--- src/rtl/uart_cmd_pkg.sv ---
`default_nettype none
// ============================================================================
//  Module   : uart_cmd_pkg
//  Purpose  : Shared command codes, response codes and controller state
//             encoding for the UART command controller.
//  Revision : 1.0  initial release
// ============================================================================
package uart_cmd_pkg;

    // Command opcodes received from the UART
    localparam logic [7:0] CMD_PATTERN = 8'h50;  // 'P' + 1 argument byte
    localparam logic [7:0] CMD_DISPLAY = 8'h44;  // 'D' + 1 argument byte
    localparam logic [7:0] CMD_READ    = 8'h52;  // 'R', no argument

    // Response bytes sent back through the UART
    localparam logic [7:0] RSP_OK  = 8'h4B;      // 'K'
    localparam logic [7:0] RSP_ERR = 8'h3F;      // '?'

    // Controller state encoding
    localparam int         c_STATE_W     = 3;
    localparam logic [2:0] c_ST_IDLE     = 3'd0;
    localparam logic [2:0] c_ST_WAIT_ARG = 3'd1;
    localparam logic [2:0] c_ST_EXEC     = 3'd2;
    localparam logic [2:0] c_ST_TX_REQ   = 3'd3;
    localparam logic [2:0] c_ST_TX_WAIT  = 3'd4;

endpackage
`default_nettype wire

--- src/rtl/cmd_timeout_counter.sv ---
`default_nettype none
// ============================================================================
//  Module   : cmd_timeout_counter
//  Purpose  : Idle counter between a command byte and its argument byte.
//             Counts while enabled and pulses o_Expired in the cycle the
//             count reaches TIMEOUT_CLKS-1.
//  Revision : 1.0  initial release
// ============================================================================
module cmd_timeout_counter #(
    parameter int TIMEOUT_CLKS = 34720
) (
    input  logic i_Clk,
    input  logic i_Rst,
    input  logic i_Clear,
    input  logic i_Enable,
    output logic o_Expired
);

    localparam int             c_W    = (TIMEOUT_CLKS > 1) ? $clog2(TIMEOUT_CLKS) : 1;
    localparam logic [c_W-1:0] c_LAST = c_W'(TIMEOUT_CLKS - 1);

    logic [c_W-1:0] r_count;

    // Expiry is decoded from the registered count so it lasts exactly one cycle
    assign o_Expired = i_Enable && (r_count == c_LAST);

    // Count enabled cycles; restart on clear or once the limit is reached
    always_ff @(posedge i_Clk) begin
        if (i_Rst || i_Clear) begin
            r_count <= '0;
        end else if (i_Enable) begin
            if (o_Expired) begin
                r_count <= '0;
            end else begin
                r_count <= r_count + 1'b1;
            end
        end
    end

endmodule
`default_nettype wire

--- src/rtl/uart_cmd_ctrl.sv ---
`default_nettype none
// ============================================================================
//  Module   : uart_cmd_ctrl
//  Purpose  : Parses a byte command stream from UART RX, updates the pattern
//             and display registers, and answers every command via UART TX.
//             The pattern register is only applied at VGA frame starts.
//  Revision : 1.0  initial release
// ============================================================================
module uart_cmd_ctrl
    import uart_cmd_pkg::*;
#(
    parameter int CLKS_PER_BIT = 217,
    parameter int TIMEOUT_CLKS = 34720
) (
    input  logic       i_Clk,
    input  logic       i_Rst,
    input  logic       i_RX_DV,
    input  logic [7:0] i_RX_Byte,
    input  logic       i_TX_Active,
    input  logic       i_TX_Done,
    input  logic       i_Frame_Start,
    output logic       o_TX_DV,
    output logic [7:0] o_TX_Byte,
    output logic [3:0] o_Pattern,
    output logic [7:0] o_Display_Byte,
    output logic       o_Busy,
    output logic       o_Err
);

    // The bit period only documents the UART instances; reject nonsense values
    if (CLKS_PER_BIT < 1) begin : g_bad_clks_per_bit
        $error("CLKS_PER_BIT must be positive");
    end

    logic [c_STATE_W-1:0] r_state;
    logic [7:0]           r_opcode;
    logic [7:0]           r_arg;
    logic [7:0]           r_q0;          // next response byte to send
    logic [7:0]           r_q1;          // second response byte (read-back only)
    logic [1:0]           r_q_count;
    logic [3:0]           r_pending;
    logic                 r_pending_valid;

    logic w_expired;
    logic w_pat_write;
    logic w_drop;

    cmd_timeout_counter #(
        .TIMEOUT_CLKS (TIMEOUT_CLKS)
    ) u_timeout (
        .i_Clk     (i_Clk),
        .i_Rst     (i_Rst),
        .i_Clear   (r_state != c_ST_WAIT_ARG),
        .i_Enable  (r_state == c_ST_WAIT_ARG),
        .o_Expired (w_expired)
    );

    // A pattern write in EXEC takes priority over a coinciding frame start
    assign w_pat_write = (r_state == c_ST_EXEC) && (r_opcode == CMD_PATTERN);
    // No RX buffering: bytes arriving while a command is in progress are lost
    assign w_drop      = i_RX_DV && ((r_state == c_ST_EXEC)   ||
                                     (r_state == c_ST_TX_REQ) ||
                                     (r_state == c_ST_TX_WAIT));
    assign o_Busy      = (r_state != c_ST_IDLE);

    // Command FSM, response queue, frame-synchronous pattern and display registers
    always_ff @(posedge i_Clk) begin
        if (i_Rst) begin
            r_state         <= c_ST_IDLE;
            r_opcode        <= 8'h00;
            r_arg           <= 8'h00;
            r_q0            <= 8'h00;
            r_q1            <= 8'h00;
            r_q_count       <= 2'd0;
            r_pending       <= 4'h0;
            r_pending_valid <= 1'b0;
            o_TX_DV         <= 1'b0;
            o_TX_Byte       <= 8'h00;
            o_Pattern       <= 4'h0;
            o_Display_Byte  <= 8'h00;
            o_Err           <= 1'b0;
        end else begin
            o_TX_DV <= 1'b0;
            // Several error causes in one cycle still give a single pulse
            o_Err   <= w_drop;

            if (i_Frame_Start && r_pending_valid && !w_pat_write) begin
                o_Pattern       <= r_pending;
                r_pending_valid <= 1'b0;
            end

            case (r_state)
                c_ST_IDLE: begin
                    if (i_RX_DV) begin
                        r_opcode <= i_RX_Byte;
                        if ((i_RX_Byte == CMD_PATTERN) || (i_RX_Byte == CMD_DISPLAY)) begin
                            r_state <= c_ST_WAIT_ARG;
                        end else if (i_RX_Byte == CMD_READ) begin
                            r_state <= c_ST_EXEC;
                        end else begin
                            o_Err     <= 1'b1;
                            r_q0      <= RSP_ERR;
                            r_q_count <= 2'd1;
                            r_state   <= c_ST_TX_REQ;
                        end
                    end
                end

                c_ST_WAIT_ARG: begin
                    if (i_RX_DV) begin
                        r_arg   <= i_RX_Byte;
                        r_state <= c_ST_EXEC;
                    end else if (w_expired) begin
                        o_Err   <= 1'b1;
                        r_state <= c_ST_IDLE;
                    end
                end

                c_ST_EXEC: begin
                    r_state <= c_ST_TX_REQ;
                    if (r_opcode == CMD_PATTERN) begin
                        r_pending       <= r_arg[3:0];
                        r_pending_valid <= 1'b1;
                        r_q0            <= RSP_OK;
                        r_q_count       <= 2'd1;
                    end else if (r_opcode == CMD_DISPLAY) begin
                        o_Display_Byte <= r_arg;
                        r_q0           <= RSP_OK;
                        r_q_count      <= 2'd1;
                    end else if (r_opcode == CMD_READ) begin
                        // Report the applied pattern, not the pending one
                        r_q0      <= {4'h0, o_Pattern};
                        r_q1      <= o_Display_Byte;
                        r_q_count <= 2'd2;
                    end else begin
                        r_state <= c_ST_IDLE;
                    end
                end

                c_ST_TX_REQ: begin
                    if (!i_TX_Active) begin
                        o_TX_Byte <= r_q0;
                        o_TX_DV   <= 1'b1;
                        r_q0      <= r_q1;
                        r_q_count <= r_q_count - 2'd1;
                        r_state   <= c_ST_TX_WAIT;
                    end
                end

                c_ST_TX_WAIT: begin
                    if (i_TX_Done) begin
                        r_state <= (r_q_count != 2'd0) ? c_ST_TX_REQ : c_ST_IDLE;
                    end
                end

                default: r_state <= c_ST_IDLE;
            endcase
        end
    end

endmodule
`default_nettype wire

--- config.mk ---
export PLATFORM = sky130hd
export DESIGN_NAME = uart_cmd_ctrl
export DESIGN_NICKNAME = d
export VERILOG_FILES = /design/src/rtl/uart_cmd_pkg.sv /design/src/rtl/cmd_timeout_counter.sv /design/src/rtl/uart_cmd_ctrl.sv
export SDC_FILE = /design/constraint.sdc
export NUM_CORES = 1
export LEC_CHECK = 0
export CAP_MARGIN = 0
export CORE_MARGIN = 8
export CORE_UTILIZATION = 50
export DETAILED_ROUTE_END_ITERATION = 7
export PLACE_DENSITY_LB_ADDON = 0.2
export REMOVE_ABC_BUFFERS = 1
export SYNTH_ARGS = -nofsm -noshare
export SYNTH_HDL_FRONTEND = slang
export SYNTH_HIERARCHICAL = 1
export SYNTH_SLANG_ARGS = --single-unit
--- constraint.sdc ---
create_clock -name i_Clk -period 6.4 [get_ports i_Clk]
set_input_delay 0.96 -clock i_Clk [delete_from_list [all_inputs] [get_ports i_Clk]]
set_output_delay 0.96 -clock i_Clk [all_outputs]
set_load 0.005 [all_outputs]
==> impl_metrics.json <==
{
  "status": "completed",
  "cts_tree": "built",
  "yosysWarnings": 6,
  "r2r-start": "r_state[0]",
  "port_buffers": 36,
  "drc": 0,
  "clock_sink_count": 80,
  "coreArea_um2": 7098,
  "setup-tns-final_ns": 0,
  "r2r-end": "o_Err",
  "final_common_cell": "dfxtp_1",
  "worst_r2r_path_depth": 8,
  "hold_violations": 0,
  "endpoint": "o_Err",
  "hp-class": "reg -> reg",
  "postCtsHoldBufs": 0,
  "netlist_area_um2": 3597,
  "max-vdd-ir-drop_mv": 0.1237,
  "drt_iter0_drc": 140,
  "die_y_um": 100.8,
  "synth_edf_count": 0,
  "chipWidth_um": 100.8,
  "cp_cell_sequence": "nor3b_1 -> and3_1 -> nand3_1 -> nor3_1 -> or4bb_1 -> a21oi_1 -> a31oi_1 -> a21oi_1",
  "p_per_area_nw_per_um2": 269.0,
  "synth_area_per_cell_um2": 8.860,
  "fin_util": 0.5910,
  "post-route-period-util": 0.4879,
  "antenna_found_initial": 0,
  "fin_crit_ns": 3.122,
  "path_delay_family": "simple AND/OR/NAND/NOR gates",
  "n_fill_cell": 667,
  "synth_cell_types": 54,
  "cp.required_ns": 6.69,
  "num_antenna_cells": 0,
  "fmax_ghz": 0.3203,
  "cp.arrival_ns": 3.41,
  "seqPwrFrac": 0.498,
  "rrSetupSlack_ns": 3.28,
  "htree_levels": 3,
  "cts_root_buf": "clkbuf_8",
  "vias": 2873,
  "crit_buf_inv": 0,
  "finClkSkew_ns": 0.01054,
  "multi_input_area_um2": 1857,
  "seqCellArea_um2": 1602,
  "nNetsFinal": 450,
  "crit_start": "r_state[0]",
  "dp_slack_ns": 3.220,
  "vias_per_cell": 5.340,
  "cp_common_cell": "a21oi_1",
  "p_comb_frac": 0.166,
  "rows": 31,
  "layout_setup_ws_ns": 3.278,
  "clockBufferDepth": 2,
  "p_sw_mw": 0.3338,
  "dp_hpwl_um": 5643,
  "worst-path-stages": 8,
  "clk_latency_ns": 0.35,
  "postSynth.asyncResetShare": 0,
  "power_frac_clock": 0.336,
  "internal-power_mw": 0.7949,
  "drtPass1Iterations": 4,
  "synth_seq_cells": 80,
  "overflow": 0,
  "critPathLaunchType": "flip-flop",
  "ys_seq_area_frac": 0.4452,
  "maxSlewViolCount": 0,
  "ys.flop_type": "dfxtp_1",
  "grt_pass1_wl_um": 12910,
  "dpl.cell_count": 522,
  "drt_wl_total_um": 7821,
  "instances_no_fill": 538,
  "cap_violations": 0,
  "grt_pass1_vias": 2680,
  "cts_resized": 0,
  "maxSlewHeadroom": 0.4172,
  "fp.dieArea_um2": 10160,
  "power_mw": 1.129,
  "cts_buffers": 9,
  "io_pins": 37,
  "slowest_stage": "nor3b_1",
  "ant_nets": 0,
  "synth_cells": 406,
  "drive_gt1_frac": 0.07062,
  "worst_setup_hold_path_clk_slew_ns": 0.09,
  "worst_pin_slew_ns": 0.8723,
  "critPathMaxFanout": 17,
  "grtUsageTotal": 0.1600,
  "critPathCaptureType": "flip-flop",
  "layout_common_cells": "80 x dfxtp_1, 67 x nand2_1, 47 x nor2_1, 35 x clkdlybuf4s50_1, 33 x mux2i_1",
  "path_class": "reg -> reg",
  "setup_violations": 0,
  "p_sw_frac": 0.2957,
  "gp_congestion": 0.8463,
  "postCtsSetupRepairBufs": 0,
  "leakagePower_nw": 1.414,
  "area_delta_synth_final_pct": 16.63,
  "grt_setup_unrepaired": "no",
  "wire_per_inst_um": 14.54,
  "start_util": 0.5068,
  "cpPeakStageDelay_ns": 0.78,
  "grt_max_degree": 62
}
[cell usage after synthesis (5+ instances only)]
master | instances | area, um^2
a21oi_1 | 31 | 155.2
and2_1 | 5 | 31.28
clkbuf_1 | 15 | 56.30
dfxtp_1 | 80 | 1602
inv_1 | 13 | 48.80
mux2i_1 | 33 | 330.3
nand2_1 | 67 | 251.5
nand2b_1 | 7 | 43.79
nand3_1 | 7 | 35.03
nor2_1 | 47 | 176.4
nor3_1 | 6 | 30.03
nor4_1 | 6 | 37.54
o21ai_0 | 5 | 25.02
xnor2_1 | 12 | 105.1
[final cells by class]
type,count,area share
multi-input cells,293,0.4426
flip-flops and latches,80,0.3817
repair buffers,37,0.08649
clock buffers,9,0.02953
well taps,99,0.02953
clock inverters,7,0.01849
inverters,13,0.01163
[metrics by stage]
| step | hold slack (ns) | instance area [um^2] |
|---|---|---|
| global route | 0.4775 | 4195 |
| detailed placement | 0.4464 | 3994 |
| global placement | 0.4349 | 3994 |
| CTS | 0.4578 | 4195 |
| finish | 0.4536 | 4195 |
| floorplan | 0.4212 | 3507 |
[cells by family after synthesis]
kind of cell | count (synthesis) | share of synthesized area
AO/OA/AOI/OAI | 66 | 0.1280
XOR/XNOR | 16 | 0.03896
adder cells (fa/ha/maj) | 2 | 0.006955
buffers and inverters | 33 | 0.03861
flip-flops | 80 | 0.4452
multiplexers | 35 | 0.09809
AND/OR/NAND/NOR | 174 | 0.2442
[worst reg2reg max path, cell delays in order (launching register included)]
cell	delay (ns)
dfxtp_1	0.65
nor3b_1	0.78
and3_1	0.32
nand3_1	0.19
nor3_1	0.27
or4bb_1	0.50
a21oi_1	0.15
a31oi_1	0.06
a21oi_1	0.14
[per-layer routing]
layer,track usage,wire [um],vias to the layer above
met2,0.2415,3422,57
met5,0,0,-
met4,0.07209,140,0
li1,-,-,1468
met3,0.03522,403,12
met1,0.2119,3855,1336
[sequential cells by signal, indices dropped and copies added (netlist names), 3 cells and up]
signal,cells
r_state,3
r_q1,8
o_Display_Byte,8
r_opcode,8
u_timeout/r_count,16
r_q0,8
r_arg,8
r_pending,4
o_Pattern,4
o_TX_Byte,8
[worst min-delay path by stage]
stage	startpoint	end	slack, ns	cells past startpoint
floorplan	r_q0[4]	o_TX_Byte[4]	0.42	2
global placement	r_q0[4]	o_TX_Byte[4]	0.43	2
detailed placement	o_TX_Byte[6]	o_TX_Byte[6]	0.45	2
CTS	o_TX_Byte[6]	o_TX_Byte[6]	0.46	2
global route	r_arg[5]	r_arg[5]	0.48	2
finish	o_TX_Byte[4]	o_TX_Byte[4]	0.45	2
[power by group through the flow]
stage / combinational [mW] / sequential, mW / clock [mW]
2_1_floorplan: 0.131 / 0.564 / 0
3_3_place_gp: 0.184 / 0.571 / 0
3_5_place_dp: 0.187 / 0.572 / 0
4_1_cts: 0.188 / 0.561 / 0.389
5_1_grt: 0.206 / 0.567 / 0.411
6_report: 0.188 / 0.562 / 0.379
Note: power is estimated with default switching activity, not from simulation.
